--- config.mk ---
export PLATFORM = sky130hd
export DESIGN_NAME = regfile_write_arbiter
export DESIGN_NICKNAME = d
export VERILOG_FILES = /design/src/rtl/regfile_write_arbiter.sv
export SDC_FILE = /design/constraint.sdc
export NUM_CORES = 1
export LEC_CHECK = 0
export ABC_AREA = 1
export ABC_CLOCK_PERIOD_IN_PS = 3700
export CORE_ASPECT_RATIO = 0.6
export CORE_MARGIN = 4
export CORE_UTILIZATION = 33
export DETAILED_ROUTE_END_ITERATION = 6
export PLACE_DENSITY = 0.64
export SLEW_MARGIN = 10
export SYNTH_ARGS = -nofsm -noshare
export SYNTH_HDL_FRONTEND = slang
export SYNTH_SLANG_ARGS = --single-unit
--- constraint.sdc ---
create_clock -name Clk -period 3.7 [get_ports Clk]
set_input_delay 0.74 -clock Clk [delete_from_list [all_inputs] [get_ports Clk]]
set_output_delay 0.74 -clock Clk [all_outputs]
set_load 0.02 [all_outputs]
--- src/rtl/regfile_write_arbiter.sv ---
// Arbitrates the register-file write port between writeback and the JAL link write.
// Losing requests wait in an in-order pending queue; the lookup ports expose in-flight writes to decode.
module regfile_write_arbiter #(
    parameter int unsigned DEPTH  = 2,
    parameter int unsigned DATA_W = 32,
    parameter int unsigned ADDR_W = 5
) (
    input  logic              Clk,
    input  logic              Rst,
    input  logic              WbValid,
    input  logic [ADDR_W-1:0] WbReg,
    input  logic [DATA_W-1:0] WbData,
    input  logic              LinkValid,
    input  logic [DATA_W-1:0] LinkData,
    input  logic [ADDR_W-1:0] LookupReg1,
    input  logic [ADDR_W-1:0] LookupReg2,
    output logic              LookupHit1,
    output logic [DATA_W-1:0] LookupData1,
    output logic              LookupHit2,
    output logic [DATA_W-1:0] LookupData2,
    output logic              RfWrite,
    output logic [ADDR_W-1:0] RfWriteRegister,
    output logic [DATA_W-1:0] RfWriteData,
    output logic              Stall,
    output logic [3:0]        Count,
    output logic              Overflow
);

    localparam int unsigned       PTR_W     = $clog2(DEPTH);
    localparam logic [PTR_W-1:0]  LAST_PTR  = PTR_W'(DEPTH - 1);
    localparam logic [3:0]        DEPTH_CNT = 4'(DEPTH);
    localparam logic [ADDR_W-1:0] LINK_REG  = ADDR_W'(31);

    logic [ADDR_W-1:0] q_reg  [DEPTH];
    logic [DATA_W-1:0] q_data [DEPTH];
    logic [PTR_W-1:0]  head;
    logic [PTR_W-1:0]  tail;
    logic [PTR_W-1:0]  link_slot;
    logic [3:0]        count;
    logic [3:0]        space;
    logic [3:0]        link_need;
    logic              overflow;

    logic wb_req;
    logic link_req;
    logic pop;
    logic grant_wb;
    logic grant_link;
    logic wb_pend;
    logic link_pend;
    logic push_wb;
    logic push_link;
    logic overflow_set;

    function automatic logic [PTR_W-1:0] next_ptr(input logic [PTR_W-1:0] p);
        return (p == LAST_PTR) ? '0 : p + PTR_W'(1);
    endfunction

    // Requests are masked while reset is held so no write or lookup hit escapes during reset.
    always_comb begin
        wb_req       = Rst && WbValid && (WbReg != '0);
        link_req     = Rst && LinkValid;
        pop          = (count != '0);
        grant_wb     = !pop && wb_req;
        grant_link   = !pop && !wb_req && link_req;
        wb_pend      = wb_req && !grant_wb;
        link_pend    = link_req && !grant_link;
        space        = DEPTH_CNT - count + 4'(pop);
        push_wb      = wb_pend && (space != '0);
        link_need    = push_wb ? 4'd2 : 4'd1;
        push_link    = link_pend && (space >= link_need);
        link_slot    = push_wb ? next_ptr(tail) : tail;
        overflow_set = (wb_pend && !push_wb) || (link_pend && !push_link) || (link_req && Stall);
    end

    always_comb begin
        RfWrite         = 1'b0;
        RfWriteRegister = '0;
        RfWriteData     = '0;
        if (pop) begin
            RfWrite         = 1'b1;
            RfWriteRegister = q_reg[head];
            RfWriteData     = q_data[head];
        end else if (grant_wb) begin
            RfWrite         = 1'b1;
            RfWriteRegister = WbReg;
            RfWriteData     = WbData;
        end else if (grant_link) begin
            RfWrite         = 1'b1;
            RfWriteRegister = LINK_REG;
            RfWriteData     = LinkData;
        end
    end

    always_ff @(posedge Clk or negedge Rst) begin
        if (!Rst) begin
            head     <= '0;
            tail     <= '0;
            count    <= '0;
            overflow <= 1'b0;
        end else begin
            if (pop) begin
                head <= next_ptr(head);
            end
            if (push_wb && push_link) begin
                tail <= next_ptr(next_ptr(tail));
            end else if (push_wb || push_link) begin
                tail <= next_ptr(tail);
            end
            count <= count - 4'(pop) + 4'(push_wb) + 4'(push_link);
            if (overflow_set) begin
                overflow <= 1'b1;
            end
        end
    end

    // Entry storage needs no reset: only the count window of entries is ever read.
    always_ff @(posedge Clk) begin
        if (push_wb) begin
            q_reg[tail]  <= WbReg;
            q_data[tail] <= WbData;
        end
        if (push_link) begin
            q_reg[link_slot]  <= LINK_REG;
            q_data[link_slot] <= LinkData;
        end
    end

    // Each lookup scans oldest to newest so the last match left standing is the newest one.
    for (genvar g = 0; g < 2; g++) begin : g_lookup
        logic [ADDR_W-1:0] idx;
        logic              hit;
        logic [DATA_W-1:0] data;

        assign idx = (g == 0) ? LookupReg1 : LookupReg2;

        always_comb begin
            logic [PTR_W-1:0] p;
            hit  = 1'b0;
            data = '0;
            p    = head;
            for (int unsigned i = 0; i < DEPTH; i++) begin
                if ((4'(i) < count) && (q_reg[p] == idx)) begin
                    hit  = 1'b1;
                    data = q_data[p];
                end
                p = next_ptr(p);
            end
            if (wb_req && (WbReg == idx)) begin
                hit  = 1'b1;
                data = WbData;
            end
            if (link_req && (LINK_REG == idx)) begin
                hit  = 1'b1;
                data = LinkData;
            end
            if (idx == '0) begin
                hit  = 1'b0;
                data = '0;
            end
        end
    end

    assign LookupHit1  = g_lookup[0].hit;
    assign LookupData1 = g_lookup[0].data;
    assign LookupHit2  = g_lookup[1].hit;
    assign LookupData2 = g_lookup[1].data;

    assign Stall    = (count >= DEPTH_CNT - 4'd1);
    assign Count    = count;
    assign Overflow = overflow;

endmodule

==> run metrics, run 1 <==
Core Util, Final 0.445; # nets final 1,750; kind of critical path input pin to output pin; iteration-0 DRC count of the detailed router 1,238; GR Util All Layers 0.244; CTS tree yes; r2r setup slk 220 ps; library cells used by synthesis 35; M3 GR Usage 0.0609; remaining antenna violation count after routing 0; fmax 274 MHz; WP data required 2960 ps; CTS max path bufs 2; Worst Hold Path Cells 2; commonest non-fill, non-tap cell in the layout nand2_1; port bufs 192; Initial Util 0.338; Post-Syn Nets 1,553; setup TNS 0 ps; total grt overflow 0; Peak VDD IR 0.000381 V; max capacitance violation total 0; layout cells sized above 1 0.163; Final Cycle Share 0.985; GPL Wtd Cong 0.903; power density cells 740 mW/mm2; Via density 5.40; GR met1 Demand/Resource 0.367; Reg2Reg Depth 21; via count 10,890; clock latency on the worst-skew pair 340 ps; synthesized flop and latch total 81; Slew Limit Fails 0; outcome finished clean; end of the worst hold path Overflow; first-pass GRT wire length 58,200 um; final wirelength 37,400 um; antenna violations before repair 0; Ys Warns 0; met2 GRT Util 0.353; H-tree depth reported by CTS 3; final setup violating endpoints 0; Die Y 136 um; Core ar. 0.0266 mm2; register area share after synthesis 0.255; Reg clk slew, reported paths 60 ps; R2R Path Start Count[2]; largest net degree at the start of global routing 53; I/O pin cnt 193; vias in the first global route 10,196; Cell Area, Synth 0.00899 mm2; fill count 2,740; area grow syn2layout 31.8%; Worst Max-Slew Pin Slew 531 ps; Worst Path Arrival 2900 ps; Sink Count 81; Layout Skew 8.38 ps; crit end category output pin; Hold Path Class register to register; Syn Area/Cell 6.17 um2; Synth Instances 1,457; total chip power 0.00877 W; r2r endpoint q_data[1][31]; final hold violation count 0; Detail Placement HPWL 27,100 um; CTS buffer count 9; DR WL/cell 18.5 um; DRC 0; CP Max Fanout 19; Rows 46; Pleak 5.32 nW; Slew headroom 0.642; min-delay src Overflow; GR peak layer met1; highest-count cells in the layout ignoring fill and taps nand2_1, o21ai_0, inv_1; clock tree root buffer cell clkbuf_16; startpoint types input pin; max FFs per register 64; # hold bufs at CTS 0; n_diodes 0; Final Critical Period 3640 ps; drt first pass iters 6; chip width 221 um; die area 0.0300 mm2
==> kinds of logic after synthesis <==
group / share of synthesized area
AOI/OAI and AO/OA: 0.236
xor gates and xnor gates: 0.0127
adders and majority gates: 0.0198
buffers and inverters: 0.151
DFF: 0.255
and+or+nand+nor: 0.326
==> power breakdown <==
group	switching [W]	internal [W]	total, W
Clock	0.000373	0.000516	0.000888
Sequential	0.000159	0.00139	0.00155
Combinational	0.00415	0.00219	0.00633
==> cells in the mapped netlist <==
cell type,number,area [um2]
inv_4,1,6.26
buf_6,27,304
inv_1,169,634
nor2_1,149,559
o21ai_0,244,1220
a21oi_4,2,32.5
buf_1,2,7.51
nand4_1,68,425
nand3_2,3,30.0
buf_2,20,100
a21oi_1,38,190
buf_4,16,120
nor3_1,3,15.0
clkbuf_1,45,169
and2_1,3,18.8
o21ai_1,14,70.1
nand2_1,401,1510
nand3_1,44,220
nor2_2,3,18.8
xor2_1,4,35.0
nor2_4,4,45.0
nand2_2,11,68.8
a31oi_1,1,6.26
o211ai_1,45,338
ha_1,11,138
inv_2,4,15.0
dfxtp_1,10,200
dfrtp_1,7,175
xnor2_1,9,78.8
a21oi_2,29,254
fa_1,2,40.0
o221ai_1,1,8.76
nor3_2,1,10.0
edfxtp_1,64,1920
or2_2,2,12.5
==> routing by layer <==
metal | share of wire | vias up
met1 | 0.47 | 4995
met3 | 0.12 | 48
met4 | 0.014 | 0
met2 | 0.40 | 650
li1 | - | 5197
met5 | 0 | -
==> critical path, cell delays in order <==
cell             delay [ps]
clkdlybuf4s50_1         470
buf_4                   180
inv_1                    90
nand2_1                  60
a21oi_1                 220
nand2_1                 170
buf_4                   240
o21ai_0                 180
inv_1                    50
a21oi_1                 160
clkdlybuf4s15_1         340
==> cell type report <==
| class | instances | area [um2] | area share |
|---|---|---|---|
| sequential | 81 | 2300 | 0.194 |
| tap | 360 | 450 | 0.0380 |
| inverter | 174 | 663 | 0.0559 |
| multi-input combinational | 1092 | 5410 | 0.456 |
| timing repair buffer | 296 | 2750 | 0.232 |
| clock inverter | 4 | 45.0 | 0.00380 |
| clock buffer | 11 | 233 | 0.0196 |
==> stage by stage <==
stage | hold WS (ps) | std cells | area [um2] | setup slack, ps
after floorplan | 444 | 1457 | 9000 | 131
after global placement | 494 | 1998 | 11900 | -293
after detailed placement | 480 | 1998 | 11900 | -264
after CTS | 495 | 2015 | 12100 | 3.27
after global routing | 529 | 2018 | 11900 | -36.6
final | 494 | 2018 | 11900 | 56.6
==> worst max path at each step <==
| stage | cells after the start | from | to |
|---|---|---|---|
| after floorplan | 21 | Count[2] | Count[2] |
| after global placement | 10 | LookupReg2[0] | LookupData2[4] |
| after detailed placement | 10 | LookupReg2[0] | LookupData2[21] |
| after CTS | 21 | Count[2] | q_data[1][29] |
| after global routing | 21 | Count[2] | Count[2] |
| final | 11 | WbReg[4] | LookupData1[8] |
==> repair_timing <==
item                       4_1_cts  5_1_grt
pin swaps                        2        5
setup buffers                    1        3
setup endpoints to repair      194      230
resized for setup              107      186
cloned                           1        0
(Power assumes the default switching activity.)
==> inputs of run 2 (changes only) <==
- CELL_PAD_IN_SITES_DETAIL_PLACEMENT: default -> 0
- CELL_PAD_IN_SITES_GLOBAL_PLACEMENT: default -> 1
- PLACE_DENSITY: 0.64 -> 0.85
==> run 2 against run 1 <==
Effect of this change: critical endpoint is now LookupData1[4]; design area up 5.6%; sequential share of layout area down 1.0 points; critical path type unchanged; power up 4.6%; largest cell class unchanged; first-iteration DRC count up 8.4%.
==> run metrics, run 2 (synthesis results as in run 1) <==
outcome finished clean; Worst path max stage delay 550 ps; # nets final 1,779; CTS tree yes; final setup violating endpoints 0; I/O pin cnt 193; commonest non-fill, non-tap cell in the layout nand2_1; Buf+Inv Stages, Crit Path 5; chip width 221 um; fmax 273 MHz; total chip power 0.00918 W; GR Util All Layers 0.247; total grt overflow 0; clock tree root buffer cell clkbuf_16; end of the worst hold path Overflow; n_diodes 0; area grow syn2layout 39.2%; r2r setup slk 230 ps; Detail Placement HPWL 28,300 um; highest-count cells in the layout ignoring fill and taps nand2_1, o21ai_0, inv_1; R2R Path Start Count[3]; Peak VDD IR 0.000300 V; Final Critical Period 3660 ps; Slew headroom 0.573; Pleak 5.69 nW; Worst Max-Slew Pin Slew 634 ps; largest net degree at the start of global routing 47; Core Util, Final 0.470; final wirelength 38,400 um; clock latency on the worst-skew pair 350 ps; WP data required 2960 ps; die area 0.0300 mm2; vias in the first global route 10,097; r2r endpoint Count[2]; Core ar. 0.0266 mm2; Reg2Reg Depth 21; GPL Wtd Cong 0.966; layout cells sized above 1 0.156; Hold Path Class register to register; min-delay src Overflow; CP delay by family, top buffers and inverters; Sink Count 81; port bufs 192; H-tree depth reported by CTS 3; Reg clk slew, reported paths 60 ps; Worst Hold Path Cells 2; Worst Path Arrival 2920 ps; CP Max Fanout 10; DRC 0; CTS max path bufs 2; Layout Skew 5.40 ps; iteration-0 DRC count of the detailed router 1,342; antenna violations before repair 0; Final Cycle Share 0.990; max FFs per register 64; power density cells 733 mW/mm2; Die Y 136 um; via count 10,883; remaining antenna violation count after routing 0; crit end category output pin; kind of critical path input pin to output pin; worst setup path start LookupReg1[2]; DR WL/cell 18.7 um; slowest cell on the critical path clkdlybuf4s50_1; final hold violation count 0; Rows 46; Worst Hold Margin 504 ps; first-pass GRT wire length 58,600 um; startpoint types input pin; drt first pass iters 6; Initial Util 0.338; CTS buffer count 9; Via density 5.31; CP Cell Sequence clkdlybuf4s50_1 > buf_4 > nand3_1 > nand2_1 > nor2_4 > nand3_4 > clkbuf_16 > buf_4 > nor2_1 > nor2_1 > nand2_1 > a21oi_1 > dlygate4sd2_1; Slew Limit Fails 0; max capacitance violation total 0
[run 2: cell type report]
class,count,area [um2]
fill,2656,14100
multi-input combinational,1092,5440
sequential,81,2300
tap,360,450
clock buffer,10,229
timing repair buffer,325,3370
inverter,174,656
clock inverter,6,82.6
[run 2: worst max path at each step]
stage                            endpoint  slack, ps  depth (start not counted)
final                      LookupData1[4]         40                         13
after floorplan                  Count[2]        130                         21
after global routing       LookupData1[4]        -20                         13
after global placement    LookupData2[24]       -350                         13
after detailed placement  LookupData1[13]       -330                         12
after CTS                 LookupData2[29]          3                         12
[run 2: worst register-to-register path: cells and delay by family (launching register included)]
kind,cells,cell delay [ps]
AOI/OAI and AO/OA,1,140
xor gates and xnor gates,2,310
adders and majority gates,6,1400
buffers and inverters,4,260
DFF,1,370
and+or+nand+nor,8,870
[run 2: stage by stage]
step	setup slack, ps	cells	instance area [um2]	setup TNS [ps]
global placement	-354	2027	12200	-36900
CTS	2.53	2043	12500	0
finish	37.1	2048	12500	0
global route	-23.8	2048	12500	-148
floorplan	131	1457	9000	0
detailed placement	-330	2027	12200	-37450
[run 2: report_power, final]
part / switching [W] / total, W / internal, W
logic: 0.00419 / 0.00664 / 0.00245
registers: 0.000169 / 0.00156 / 0.00139
clock network: 0.000393 / 0.000980 / 0.000587
[run 2: metal layers]
layer,up-vias,global-route usage,part of all wire
li1,5255,-,-
met1,5022,0.376,0.48
met2,575,0.351,0.39
met3,31,0.0678,0.11
met4,0,0.0426,0.011
met5,-,0,0
[run 2: timing repair]
action                                  4_1_cts  5_1_grt
endpoints found under the setup margin      102      240
setup buffers                                 0        2
pin swaps                                     0        2
cloned                                        0        3
endpoints found under the hold margin         0        0
gates resized for setup                     133       94
hold buffers                                  0        0
==> inputs of run 3 (changes only) <==
- ABC_AREA: 1 -> default
- PLACE_DENSITY: 0.85 -> 0.81
==> run 3 against run 2 <==
Effect of this change: the run now ends with setup timing left; clock skew rose by 2.8 ps; area after synthesis fell by 9.6%; cell count shrank 26%; worst setup slack got worse by 240 ps; utilization up 9.5 points; clock power increased by 2%; sequential power up 14%; sequential share of layout area shrank 1.5 points; design area is 9.3% higher; flip-flop and latch count unchanged; highest routed layer is now met5.
==> run metrics, run 3 <==
outcome finished, violations left; failing checks setup timing; # nets final 1,292; highest-count cells in the layout ignoring fill and taps buf_4, buf_6, clkdlybuf4s50_1; r2r setup slk 150 ps; final setup violating endpoints 62; register area share after synthesis 0.282; Rows 44; CTS buffer count 9; clock latency on the worst-skew pair 360 ps; antenna violations before repair 1; fill count 2,103; commonest non-fill, non-tap cell in the layout buf_4; Final Cycle Share 1.06; Cell Area, Synth 0.00813 mm2; Final Critical Period 3900 ps; XOR/XNOR Fraction of Synth Area 0.0377; Pleak 5.21 nW; CTS tree yes; setup TNS -6580 ps; die area 0.0273 mm2; WP data required 2960 ps; Core ar. 0.0242 mm2; max FFs per register 64; final worst slack -204 ps; startpoint types input pin; Worst Path Arrival 3160 ps; Ys Warns 0; CP Max Fanout 4; crit end category output pin; # hold bufs at CTS 0; Initial Util 0.336; Reg area 0.00230 mm2; M3 GR Usage 0.0832; first-pass GRT wire length 55,900 um; r2r endpoint q_data[1][14]; GR peak layer met1; Slew Limit Fails 0; total grt overflow 0; DRC 0; clock tree root buffer cell clkbuf_16; GPL Wtd Cong 0.885; Syn Area/Cell 8.88 um2; synthesized flop and latch total 81; H-tree depth reported by CTS 3; Post-Syn Nets 1,012; largest net degree at the start of global routing 113; Sink Count 81; via count 9,914; Adder-Cell Fraction of Synth Area 0.0218; CTS max path bufs 2; Yosys top cell by area edfxtp_1; share of the synthesized area in the top cell type 0.236; Detail Placement HPWL 22,800 um; Reg2Reg Depth 20; count leader, synth nand3_1; iteration-0 DRC count of the detailed router 1,304; max capacitance violation total 0; Synth Instances 916; remaining antenna violation count after routing 0; largest family of logic cells by synthesized area compound AO/OA/AOI/OAI gates; Slew headroom 0.344; area of the multi-input gates 0.00599 mm2; kind of critical path input pin to output pin; Die Y 130 um; chip width 211 um; Layout Skew 8.21 ps; met2 GRT Util 0.378; layout cells sized above 1 0.384; DR WL/cell 25.9 um; Core Util, Final 0.565; Post-synth ARST share 0.0864; Synth Area in Compound Gates 0.293; I/O pin cnt 193; mux contribution to synthesized area 0.113; Hold Path Class input pin to asynchronous set/reset pin; GR Util All Layers 0.264; library cells used by synthesis 50; area grow syn2layout 68.2%; final wirelength 39,500 um; Peak VDD IR 0.000403 V; RSZ-0062 raised after global routing true; vias in the first global route 9,183; synth cell count leaders nand3_1, clkbuf_1, nand4_1; power density cells 779 mW/mm2; post-synthesis simple-gate area fraction 0.170; R2R Path Start Count[2]; Reg clk slew, reported paths 60 ps; drt first pass iters 5; Worst Max-Slew Pin Slew 984 ps; port bufs 192; fmax 256 MHz; Area contributors post-synth edfxtp_1, mux2_2, a221oi_1, nand4_1, a31oi_1; Via density 6.51; final hold violation count 0; EDFF count, synth 64; GR met1 Demand/Resource 0.384; Synth Flop Type edfxtp_1
## run 3: where the power goes
group	switching (W)	internal, W
clock	0.000405	0.000594
combinational	0.00415	0.00373
sequential	0.000403	0.00138
total	0.00495	0.00571
## run 3: worst max-delay path by stage
stage                   from              end  slack [ps]  depth (start not counted)
floorplan           Count[2]     q_data[1][0]         -90                         20
global placement    WbReg[1]  LookupData1[18]        -960                         10
detailed placement  WbReg[0]   LookupData1[2]        -950                         10
CTS                 WbReg[2]  LookupData2[31]        -180                         12
global route            head   LookupData1[1]        -290                         13
finish              WbReg[1]  LookupData1[18]        -200                         13
## run 3: final cells by class
class / instances / share of cell area
multi-input cells: 704 / 0.438
repair buffers: 386 / 0.337
flip-flops and latches: 81 / 0.168
well taps: 322 / 0.0294
clock buffers: 10 / 0.0167
clock inverters: 6 / 0.00677
inverters: 14 / 0.00384
diodes: 1 / 0.000183
## run 3: per-stage QoR
step	area, um2	instances	total power, W	worst slack, ps	hold slack (ps)
2_1_floorplan	8370	916	0.00559	-93.3	444
3_3_place_gp	11300	1428	0.00849	-959	477
3_5_place_dp	11300	1428	0.00858	-951	495
4_1_cts	12900	1497	0.0100	-175	513
5_1_grt	13700	1524	0.0112	-288	540
6_report	13700	1524	0.0107	-204	519
## run 3: worst max-delay path, cell delays in order
cell and delay, ps:
buf_6 90, or4_4 530, o211a_4 270, nand4_4 90, and3_4 250, buf_6 120, buf_12 100, buf_8 110
buf_16 110, nand4_1 120, a32oi_2 320, a221o_1 190, buf_6 130
## run 3: cell families (layout without fill, tap and decap cells)
logic type | after synthesis | in the layout
AOI/OAI and AO/OA | 316 | 316
xor gates and xnor gates | 35 | 35
adders and majority gates | 13 | 13
buffers and inverters | 132 | 416
DFF | 81 | 81
muxes | 84 | 84
other | 0 | 1
and+or+nand+nor | 255 | 256
## run 3: per-layer routing
layer,vias up,routed length (um)
met5,-,84
met4,2,977
met3,81,4440
met2,667,16200
met1,4823,17800
li1,4341,-
## run 3: repair_timing
item | CTS | global route
setup buffers | 32 | 25
pin swaps | 67 | 67
gates resized for setup | 467 | 125
endpoints found under the setup margin | 112 | 123
cloned | 21 | 9
endpoints found under the hold margin | 0 | 0
